File: config.mk
export PLATFORM = sky130hd
export DESIGN_NAME = redmule_tcdm_share_arbiter
export DESIGN_NICKNAME = d
export VERILOG_FILES = /design/src/rtl/redmule_tcdm_share_arbiter.sv
export SDC_FILE = /design/constraint.sdc
export NUM_CORES = 1
export LEC_CHECK = 0
export ABC_AREA = 1
export CORE_AREA = 2 2 658 660
export CTS_CLUSTER_SIZE = 28
export DETAILED_ROUTE_END_ITERATION = 10
export DIE_AREA = 0 0 660 662
export GPL_ROUTABILITY_DRIVEN = 1
export GPL_TIMING_DRIVEN = 0
export PLACE_DENSITY = 0.3
export SYNTH_ARGS = -nofsm -noshare
export SYNTH_HDL_FRONTEND = slang
export SYNTH_SLANG_ARGS = --single-unit
File: constraint.sdc
create_clock -name clk -period 3.6 [get_ports clk]
set_clock_uncertainty 0.15 [all_clocks]
set_input_delay 0.72 -clock clk [delete_from_list [all_inputs] [get_ports clk]]
set_output_delay 0.72 -clock clk [all_outputs]
set_load 0.02 [all_outputs]
File: src/rtl/redmule_tcdm_share_arbiter.sv
// Shares one MP-lane TCDM port between a wide streamer and a narrow core.
// Wide accesses issue lane by lane; responses reassemble into one beat.
module redmule_tcdm_share_arbiter #(
  parameter int unsigned MP          = 9,
  parameter int unsigned NARROW_LANE = 0,
  parameter int unsigned MAX_WIDE    = 4
) (
  input  logic             clk,
  input  logic             rst_n,
  input  logic             wide_req_i,
  input  logic [31:0]      wide_add_i,
  input  logic             wide_wen_i,
  input  logic [MP*4-1:0]  wide_be_i,
  input  logic [MP*32-1:0] wide_data_i,
  output logic             wide_gnt_o,
  output logic             wide_r_valid_o,
  output logic [MP*32-1:0] wide_r_data_o,
  input  logic             narrow_req_i,
  input  logic [31:0]      narrow_add_i,
  input  logic             narrow_wen_i,
  input  logic [3:0]       narrow_be_i,
  input  logic [31:0]      narrow_data_i,
  output logic             narrow_gnt_o,
  output logic             narrow_r_valid_o,
  output logic [31:0]      narrow_r_data_o,
  output logic [MP-1:0]    mem_req_o,
  output logic [MP*32-1:0] mem_add_o,
  output logic [MP-1:0]    mem_wen_o,
  output logic [MP*4-1:0]  mem_be_o,
  output logic [MP*32-1:0] mem_data_o,
  input  logic [MP-1:0]    mem_gnt_i,
  input  logic [MP-1:0]    mem_r_valid_i,
  input  logic [MP*32-1:0] mem_r_data_i
);

  localparam int unsigned LW = (MP > 1) ? $clog2(MP) : 1;
  localparam logic [LW-1:0] NL = LW'(NARROW_LANE);
  localparam logic [3:0] MAXW = 4'(MAX_WIDE);

  typedef enum logic [1:0] {IDLE, W_ISSUE, W_RESP} state_e;

  state_e             state_q, state_d;
  logic [MP-1:0]      granted_q, granted_d;
  logic [MP-1:0]      rcvd_q, rcvd_d;
  logic [MP-1:0]      pend_q, pend_d;
  logic [MP-1:0]      own_w_q, own_w_d;
  logic [MP*32-1:0]   buf_q, buf_d;
  logic [3:0]         starve_q, starve_d;
  logic               err_q, err_d;

  logic [MP-1:0]      rv_ok, rv_w, issue, base, gnt_now;
  logic               all_rcvd, wide_done, arb;
  logic               sel_n, sel_w, all_gnt, n_gnt;

  // Arbitration and lane issue mask; reset forces everything quiet.
  always_comb begin
    rv_ok     = mem_r_valid_i & pend_q;
    rv_w      = rv_ok & own_w_q;
    all_rcvd  = &(rcvd_q | rv_w);
    wide_done = rst_n && (state_q != IDLE) && all_rcvd;
    arb       = rst_n && ((state_q == IDLE) || wide_done);
    sel_n     = arb && narrow_req_i
                && (!wide_req_i || (starve_q == MAXW));
    sel_w     = arb && !sel_n && wide_req_i;
    issue     = '0;
    base      = '0;
    if (sel_w) begin
      issue = '1;
    end else if (rst_n && (state_q == W_ISSUE)) begin
      issue = ~granted_q;
      base  = granted_q;
    end
    gnt_now = issue & mem_gnt_i;
    all_gnt = &(base | gnt_now);
    n_gnt   = sel_n && mem_gnt_i[NL];
  end

  // Drive memory lanes, grants and reassembled responses.
  always_comb begin
    mem_req_o        = '0;
    mem_add_o        = '0;
    mem_wen_o        = '0;
    mem_be_o         = '0;
    mem_data_o       = '0;
    wide_gnt_o       = (issue != '0) && all_gnt;
    narrow_gnt_o     = n_gnt;
    wide_r_valid_o   = wide_done;
    wide_r_data_o    = '0;
    narrow_r_valid_o = rv_ok[NL] & ~own_w_q[NL];
    narrow_r_data_o  = '0;
    for (int unsigned i = 0; i < MP; i++) begin
      if (issue[i]) begin
        mem_req_o[i]          = 1'b1;
        mem_add_o[i*32 +: 32] = wide_add_i + 32'(4 * i);
        mem_wen_o[i]          = wide_wen_i;
        mem_be_o[i*4 +: 4]    = wide_be_i[i*4 +: 4];
        mem_data_o[i*32 +: 32] = wide_data_i[i*32 +: 32];
      end
      if (wide_done) begin
        wide_r_data_o[i*32 +: 32] = rv_w[i] ? mem_r_data_i[i*32 +: 32]
                                            : buf_q[i*32 +: 32];
      end
    end
    if (sel_n) begin
      mem_req_o[NL]                   = 1'b1;
      mem_add_o[NARROW_LANE*32 +: 32] = narrow_add_i;
      mem_wen_o[NL]                   = narrow_wen_i;
      mem_be_o[NARROW_LANE*4 +: 4]    = narrow_be_i;
      mem_data_o[NARROW_LANE*32 +: 32] = narrow_data_i;
    end
    if (narrow_r_valid_o) begin
      narrow_r_data_o = mem_r_data_i[NARROW_LANE*32 +: 32];
    end
  end

  // Next-state: lane tracking, buffering, FSM and starvation count.
  always_comb begin
    state_d   = state_q;
    granted_d = granted_q;
    rcvd_d    = rcvd_q | rv_w;
    pend_d    = (pend_q & ~rv_ok) | gnt_now;
    own_w_d   = own_w_q | gnt_now;
    buf_d     = buf_q;
    starve_d  = starve_q;
    err_d     = err_q | (|(mem_r_valid_i & ~pend_q));
    for (int unsigned i = 0; i < MP; i++) begin
      if (rv_w[i]) buf_d[i*32 +: 32] = mem_r_data_i[i*32 +: 32];
    end
    if (n_gnt) begin
      pend_d[NL]  = 1'b1;
      own_w_d[NL] = 1'b0;
      starve_d    = '0;
    end
    if (wide_done) begin
      rcvd_d    = '0;
      granted_d = '0;
      state_d   = IDLE;
    end
    if (issue != '0) begin
      if (all_gnt) begin
        granted_d = '0;
        state_d   = W_RESP;
        if (narrow_req_i && (starve_q != MAXW)) begin
          starve_d = starve_q + 4'd1;
        end
      end else begin
        granted_d = base | gnt_now;
        state_d   = W_ISSUE;
      end
    end
  end

  // State registers.
  always_ff @(posedge clk or negedge rst_n) begin
    if (!rst_n) begin
      state_q   <= IDLE;
      granted_q <= '0;
      rcvd_q    <= '0;
      pend_q    <= '0;
      own_w_q   <= '0;
      buf_q     <= '0;
      starve_q  <= '0;
      err_q     <= 1'b0;
    end else begin
      state_q   <= state_d;
      granted_q <= granted_d;
      rcvd_q    <= rcvd_d;
      pend_q    <= pend_d;
      own_w_q   <= own_w_d;
      buf_q     <= buf_d;
      starve_q  <= starve_d;
      err_q     <= err_d;
    end
  end

endmodule

**Word level (Yosys, flattened, before mapping)**

Index checks and enable logic that the tools add are counted.

- Register bits after elaboration: 330
- Input bits: 736
- Output and inout bits: 954
- Logic and storage cells: 138

- Add/sub/neg operators: 9
- Equality and inequality tests: 3
- Mux-type cells: 86
- Bitwise logic cells: 12
- Reduce and logical (&&, ||, !) cells: 21

Operator list:

| operator | count |
|---|---|
| $mux 32 | 39 |
| $add 32x5->32 const B | 4 |
| $mux 9 | 8 |
| $add 32x4->32 const B | 2 |
| $mux 4 | 14 |
| $and 9x9->9 | 4 |
| $or 9x9->9 | 4 |
| $add 32x3->32 const B | 1 |
| $add 32x6->32 const B | 1 |
| $mux 1 | 22 |
| $not 9->9 | 2 |
| $reduce_and 9->1 | 2 |
| $logic_and 1x1->1 | 11 |
| $reduce_bool 9->1 | 1 |
| $mux 2 | 3 |
| $add 4x1->4 const B | 1 |
| $eq 4x3->1 const B | 1 |
| $ne 4x3->1 const B | 1 |
| $reduce_bool 2->1 | 2 |
| $eq 2x1->1 const B | 1 |
| $logic_not 1->1 | 2 |
| $logic_not 2->1 | 1 |
| $logic_or 1x1->1 | 2 |
| $and 1x1->1 | 1 |
| $not 1->1 | 1 |

**Depth between registers and ports, before layout**

Gate-level depths: netlist of the first run.

- Word-level depth: 18
- Depth in mapped cells: 17
- Gate-level depth less buffers: 16

**Least setup slack after synthesis of the first run**

OpenSTA, ideal clock, no wires.

- Kind: input -> output
- From: in mem_r_valid_i[8]
- To: out mem_add_o[39]
- Arrival time: 2,886 ps
- Data required time: 2,730 ps
- Path slack: -156 ps
- Stages on the path: 12
- Path buffers: 2
- Cell sequence: nand3_2 nand2_1 nand2_1 nor2_1 nand3_1 nand2_1 nand3_1 buf_6 nand2_4 inv_2 clkbuf_1 a2111oi_0

- Word-level cells in the longest chain between the ends: 14

Ends and longest elaborated chain:

| element | RTL line | RTL |
|---|---|---|
| from (decl) | 32 | `input logic [MP-1:0] mem_r_valid_i,` |
| $and 9x9->9 (*) | 57 | `rv_ok = mem_r_valid_i & pend_q;` |
| $and 9x9->9 (*) | 58 | `rv_w = rv_ok & own_w_q;` |
| $or 9x9->9 (*) | 59 | `all_rcvd = &(rcvd_q \| rv_w);` |
| $reduce_and 9->1 (*) | 59 |  |
| $logic_and 1x1->1 (*) | 60 | `wide_done = rst_n && (state_q != IDLE) && all_rcvd;` |
| $logic_or 1x1->1 (*) | 61 | `arb = rst_n && ((state_q == IDLE) \|\| wide_done);` |
| $logic_and 1x1->1 (*) | 61 |  |
| $logic_and 1x1->1 | 62 | `sel_n = arb && narrow_req_i` |
| $logic_and 1x1->1 | 63 | `&& (!wide_req_i \|\| (starve_q == MAXW));` |
| $logic_not 1->1 | 64 | `sel_w = arb && !sel_n && wide_req_i;` |
| $logic_and 1x1->1 (*) (2 in series) | 64 |  |
| $mux 9 (*) | 67 | `if (sel_w) begin` |
| $mux 32 (*) | 92 | `if (issue[i]) begin` |
| to (decl) | 27 | `output logic [MP*32-1:0] mem_add_o,` |

Mark *: on every way between the ends. The rest lies on a longest branch, timed or not.

**Worst setup path after layout of the first run**

- From: reg pend_q[8]
- To: out mem_add_o[279]

- Word-level cells in the longest chain between the ends: 14

Ends and longest elaborated chain:

| element | RTL line | RTL |
|---|---|---|
| from (decl) | 45 | `logic [MP-1:0] pend_q, pend_d;` |
| from (signal assigned) | 168 | `pend_q <= pend_d;` |
| $and 9x9->9 (*) | 57 |  |
| $and 9x9->9 (*) | 58 |  |
| $or 9x9->9 (*) | 59 |  |
| $reduce_and 9->1 (*) | 59 |  |
| $logic_and 1x1->1 (*) | 60 |  |
| $logic_or 1x1->1 (*) | 61 |  |
| $logic_and 1x1->1 (*) | 61 |  |
| $logic_and 1x1->1 | 62 |  |
| $logic_and 1x1->1 | 63 |  |
| $logic_not 1->1 | 64 |  |
| $logic_and 1x1->1 (*) (2 in series) | 64 |  |
| $mux 9 (*) | 67 |  |
| $mux 32 (*) | 92 |  |

Marks and branches as above.

==> results of run 1 <==
flip-flops by register name, summed over array words and instances, names as in the netlist:
signal / cells
own_w_q: 9
granted_q: 9
pend_q: 9
buf_q: 288
starve_q: 4
state_q: 2
rcvd_q: 9
cell families after synthesis:
group	Yosys count	share of synthesized area
AND/OR/NAND/NOR	2242	0.424
XOR/XNOR	105	0.0395
adder cells (fa/ha/maj)	12	0.00645
flip-flops	330	0.355
buffers and inverters	729	0.119
AO/OA/AOI/OAI	233	0.0556
worst max-delay path by stage:
stage                                     from        endpoint  slack (ns)  cells past startpoint
after floorplan                  wide_add_i[2]  mem_add_o[112]        0.01                     11
after global placement                   rst_n   mem_add_o[22]      -22.94                      8
after detailed placement      mem_r_valid_i[4]   mem_add_o[22]       -4.49                     15
after CTS                 own_w_q[6]$_DFF_PN0_      wide_gnt_o       -0.88                     17
final                      pend_q[8]$_DFF_PN0_  mem_add_o[279]       -0.54                     14
after global routing       pend_q[4]$_DFF_PN0_  mem_add_o[152]       -0.63                     14
critical path, cell delays in order (launching register included):
cell	delay, ns
dfrtp_1	0.39
nand3_4	0.11
nand2_1	0.12
nand2_1	0.09
nor2_2	0.14
nand3_2	0.12
nand2_4	0.10
nand3_4	0.12
buf_8	0.17
nand2_8	0.15
clkinv_8	0.10
buf_12	0.14
clkbuf_16	0.17
nor3_1	0.28
dlygate4sd2_1	0.39
where the power goes:
part | switching (mW) | internal (mW)
Combinational | 10.4 | 6.00
Clock | 2.10 | 2.87
Sequential | 0.333 | 4.93
Total | 12.8 | 13.8
Yosys cell counts (all sizes together) (12+ instances only):
master / n
nor3b: 292
buf: 37
nand3: 109
o21ai: 98
ha: 12
nand2: 1170
nor3: 34
dfrtp: 330
clkbuf: 199
inv: 483
a211oi: 17
a21oi: 84
o31ai: 26
nor2: 622
xor2: 99
metrics by stage:
stage           TNS, ns  instances  setup WS [ns]  total power [mW]
2_1_floorplan         0       3651         0.0131              10.7
3_3_place_gp          -      11000         -22.94              18.6
3_5_place_dp   -2325.65      11000          -4.49              18.6
4_1_cts         -589.79      11300         -0.875              25.6
5_1_grt         -385.43      11400         -0.628              28.1
6_report        -232.46      11400         -0.544              26.6
layer usage:
metal / up-vias / routed length, microns / GRT usage / share of wire
li1: 15100 / - / - / -
met1: 16900 / 130000 / 0.171 / 0.36
met2: 1672 / 188000 / 0.297 / 0.52
met3: 425 / 28900 / 0.0428 / 0.080
met4: 44 / 14400 / 0.0439 / 0.040
met5: - / 278 / 0 / 0.00077
area by class of cell:
type                            count  area [sq um]
Clock inverter                     21           253
Antenna cell                       65           163
Timing Repair Buffer             1882         19300
Multi-Input combinational cell   2592         16400
Inverter                          493          2040
Clock buffer                       65          1360
Fill cell                       49600        372000
Buffer                            231          2580
Sequential cell                   330          8260
Tap cell                         5710          7140
timing repair:
item	4_1_cts	5_1_grt
pin swaps	90	73
hold buffers	6	0
hold endpoints to repair	66	0
gates resized for setup	2921	1801
buffers inserted	104	65
cloned	26	4
endpoints found under the setup margin	938	923
==> impl_metrics.json, run 1 <==
{
  "final_common_cell": "nand2_1",
  "drtIter0Drc": 2213,
  "p_per_area_nw_per_um2": 463,
  "portBuffers": 1674,
  "clk_path_buf_depth": 3,
  "via_per_inst": 3.00,
  "clock-sinks": 330,
  "ys_seq_area_frac": 0.355,
  "whs_ns": 0.0299,
  "hold_viol_final": 0,
  "netlist_top_cells_area": "dfrtp_1, nand2_1, nor2_1",
  "clk_pin_slew_ns": 0.06,
  "rsz0062_at_grt": "true",
  "cp_max_fo": 5,
  "drv_cap": 0,
  "overflow": 0,
  "relSlewSlack": 0.242,
  "worst_ep_required_time_ns": 2.73,
  "syn_area_sq_um": 23300,
  "cts_tree": "done",
  "routed_wl_microns": 362000,
  "end_kind": "output pin",
  "fin_util": 0.134,
  "drc": 0,
  "pin_count": 1690,
  "yosys_warnings": 0,
  "routedWlPerCell_microns": 31.7,
  "synth_ff_type": "dfrtp_1",
  "antenna_found_initial": 187,
  "synth_edf_count": 0,
  "timing.rr.start": "pend_q[8]$_DFF_PN0_",
  "min_path_type": "in2async",
  "final_area_sq_um": 57500,
  "timing.final.ws_setup_ns": -0.544,
  "core_sq_um": 430000,
  "grt_max_degree": 109,
  "synth_top_cell_area_share": 0.355,
  "layout-drive-gt1-share": 0.281,
  "routabilityCongestion": 0.903,
  "async_flop_share": 1.00,
  "postSynthAreaPerCell_sq_um": 6.37,
  "setup-violations-final": 872,
  "synth_top_cell_by_area": "dfrtp_1",
  "max_freq_mhz": 241,
  "tightest_slew_ns": 1.14,
  "status": "finished, violations left",
  "ant_nets": 0,
  "ys_ff_latch": 330,
  "fp.dieW_microns": 660,
  "place_area_sq_um": 47300,
  "firstDrtPassIters": 6,
  "clock-root-buffer": "clkbuf_16",
  "critPathKind": "reg2out",
  "synthToLayoutAreaGrowth_pct": 147,
  "synth_cells": 3651,
  "ys_types": 38,
  "ir_drop_mv": 0.331,
  "violations": "setup timing",
  "clkLatencyLatePin_ns": 0.63,
  "cp.arrival_ns": 3.27,
  "layout.nets": 6326,
  "die_y_microns": 662,
  "cts_max_level": 2,
  "vias": 34100,
  "drv_slew": 0,
  "fin_crit_ns": 4.14,
  "grt_pass1_wl_microns": 437000,
  "fin_crit_sh": 1.15,
  "num_rows": 241,
  "power.leakage_nw": 27.4,
  "track_usage": 0.158,
  "reg2reg_depth": 18,
  "start_util": 0.0542,
  "critPathLaunchType": "flop",
  "die-area_sq_um": 437000,
  "grt_pass1_vias": 34700,
  "rrSetupSlack_ns": 0.75,
  "place_hpwl_microns": 313000,
  "r2r_end": "starve_q[3]$_DFF_PN0_",
  "cts_buffers": 48,
  "layout_common_cells": "nand2_1, clkdlybuf4s50_1, inv_1",
  "synth_fp_nets": 4399
}
Power figures use the tool's default switching activity.
==> run 2: changes to the inputs <==
- CTS_CLUSTER_DIAMETER: default -> 50
- CTS_CLUSTER_SIZE: 28 -> default
==> run 2 against run 1 <==
Net effect:
- the run still ends with setup timing left
- worst setup slack lost 0.0012 ns
- utilization shrank 0.17 points
- register-to-register slack is essentially flat
- critical path depth shrank 6
- combinational power shrank 4%
- total power grew 1.3%
- fmax is essentially flat
- clock power grew 21%
- sequential cell count is the same
- die area is the same
==> impl_metrics.json, run 2 (synthesized netlist as in run 1, its figures left out) <==
{
  "vias": 34100,
  "timing.rr.start": "own_w_q[2]$_DFF_PN0_",
  "status": "finished, violations left",
  "routedWlPerCell_microns": 31.7,
  "clkLatencyLatePin_ns": 0.68,
  "met3_usage": 0.0439,
  "grt_max_degree": 109,
  "crit_end": "mem_add_o[249]",
  "start_util": 0.0542,
  "largest_reg_flops": 288,
  "rsz0062_at_grt": "true",
  "grt_pass1_vias": 34700,
  "layout_common_cells": "nand2_1, clkdlybuf4s50_1, inv_1",
  "track_usage": 0.158,
  "r2r_end": "starve_q[3]$_DFF_PN0_",
  "num_rows": 241,
  "worst_ep_required_time_ns": 2.73,
  "nFillCells": 49600,
  "seqCellArea_sq_um": 8260,
  "clk_path_buf_depth": 3,
  "whs_ns": 0.0702,
  "grt_pass1_wl_microns": 436000,
  "layout.nets": 6304,
  "fin_crit_sh": 1.15,
  "portBuffers": 1674,
  "violations": "setup timing",
  "drv_cap": 0,
  "firstDrtPassIters": 5,
  "clock-sinks": 330,
  "relSlewSlack": 0.244,
  "final_common_cell": "nand2_1",
  "power.leakage_nw": 27.2,
  "critPathKind": "in2out",
  "cts_buffers": 61,
  "max_freq_mhz": 241,
  "synthToLayoutAreaGrowth_pct": 144,
  "core_sq_um": 430000,
  "min_path_type": "in2async",
  "hold_viol_final": 0,
  "grtUsageMet2": 0.297,
  "place_hpwl_microns": 313000,
  "cts_max_level": 2,
  "drv_slew": 0,
  "end_kind": "output pin",
  "timing.final.ws_setup_ns": -0.545,
  "met1_usage": 0.170,
  "critPathLaunchType": "input pin",
  "reg2reg_depth": 18,
  "ir_drop_mv": 0.406,
  "drtIter0Drc": 2142,
  "fin_crit_ns": 4.14,
  "multiInputGateArea_sq_um": 16200,
  "tightest_slew_ns": 1.13,
  "final_area_sq_um": 56800,
  "placedCellCount": 11000,
  "routed_wl_microns": 361000,
  "routabilityCongestion": 0.903,
  "ant_nets": 0,
  "overflow": 0,
  "die-area_sq_um": 437000,
  "cts_tree": "done",
  "pin_count": 1690,
  "cp_max_fo": 10,
  "drc": 0,
  "place_area_sq_um": 47300,
  "clock-root-buffer": "clkbuf_16",
  "antenna_found_initial": 186,
  "clk_pin_slew_ns": 0.06,
  "cp.arrival_ns": 3.27,
  "rrSetupSlack_ns": 0.75,
  "setup-violations-final": 886,
  "fp.dieW_microns": 660,
  "final_cells": 11400,
  "via_per_inst": 3.00,
  "die_y_microns": 662,
  "p_per_area_nw_per_um2": 475,
  "grt.busiest_layer": "met2",
  "regMostFlops": "buf_q",
  "crit_start": "wide_add_i[23]",
  "layout-drive-gt1-share": 0.277
}
[run 2: layer usage]
metal,share of wire,vias to the layer above
met3,0.079,452
met5,0.00077,-
met2,0.52,1655
met4,0.037,48
met1,0.36,16900
li1,-,15100
[run 2: worst max-delay path, cell delays in order]
cell and delay [ns]:
clkdlybuf4s50_1 0.57, clkbuf_2 0.28, nand4_1 0.28, nor3_4 0.42, nand2_1 0.12, xor2_1 0.43
nor2_1 0.10, clkdlybuf4s15_1 0.35
[run 2: timing repair]
action,CTS,global route
buffers inserted,100,32
hold endpoints to repair,66,0
resized for setup,2874,1629
pin swaps,90,66
setup endpoints to repair,938,938
cloned,26,1
hold buffers,7,0
[run 2: worst min path at each step]
| stage | start | cells after the start | end |
|---|---|---|---|
| final | rst_n | 2 | buf_q[31]$_DFF_PN0_ |
| after global routing | rst_n | 2 | buf_q[31]$_DFF_PN0_ |
| after floorplan | rst_n | 0 | buf_q[0]$_DFF_PN0_ |
| after detailed placement | buf_q[255]$_DFF_PN0_ | 2 | buf_q[255]$_DFF_PN0_ |
| after global placement | buf_q[195]$_DFF_PN0_ | 2 | buf_q[195]$_DFF_PN0_ |
| after CTS | rst_n | 2 | buf_q[23]$_DFF_PN0_ |
[run 2: power by group]
group	leakage (nW)	internal (mW)	switching [mW]
sequential	4.06	4.93	0.330
clock	1.04	3.73	2.29
combinational	22.1	5.49	10.2
[run 2: final cells by class]
class,count,share of cell area
Clock inverter,33,0.00685
Multi-Input combinational cell,2592,0.285
Inverter,493,0.0357
Clock buffer,79,0.0302
Timing Repair Buffer,1843,0.326
Sequential cell,330,0.145
Antenna cell,66,0.00291
Tap cell,5710,0.126
Buffer,235,0.0421
[run 2: through the flow]
stage	setup slack, ns	utilization	TNS (ns)	power, mW
after global routing	-0.685	0.132	-446.94	28.5
after global placement	-22.94	0.110	-	18.6
after floorplan	0.0131	-	0	10.7
final	-0.545	0.132	-256.49	27.0
after CTS	-0.898	0.128	-592.96	26.6
after detailed placement	-4.49	0.110	-2325.65	18.6
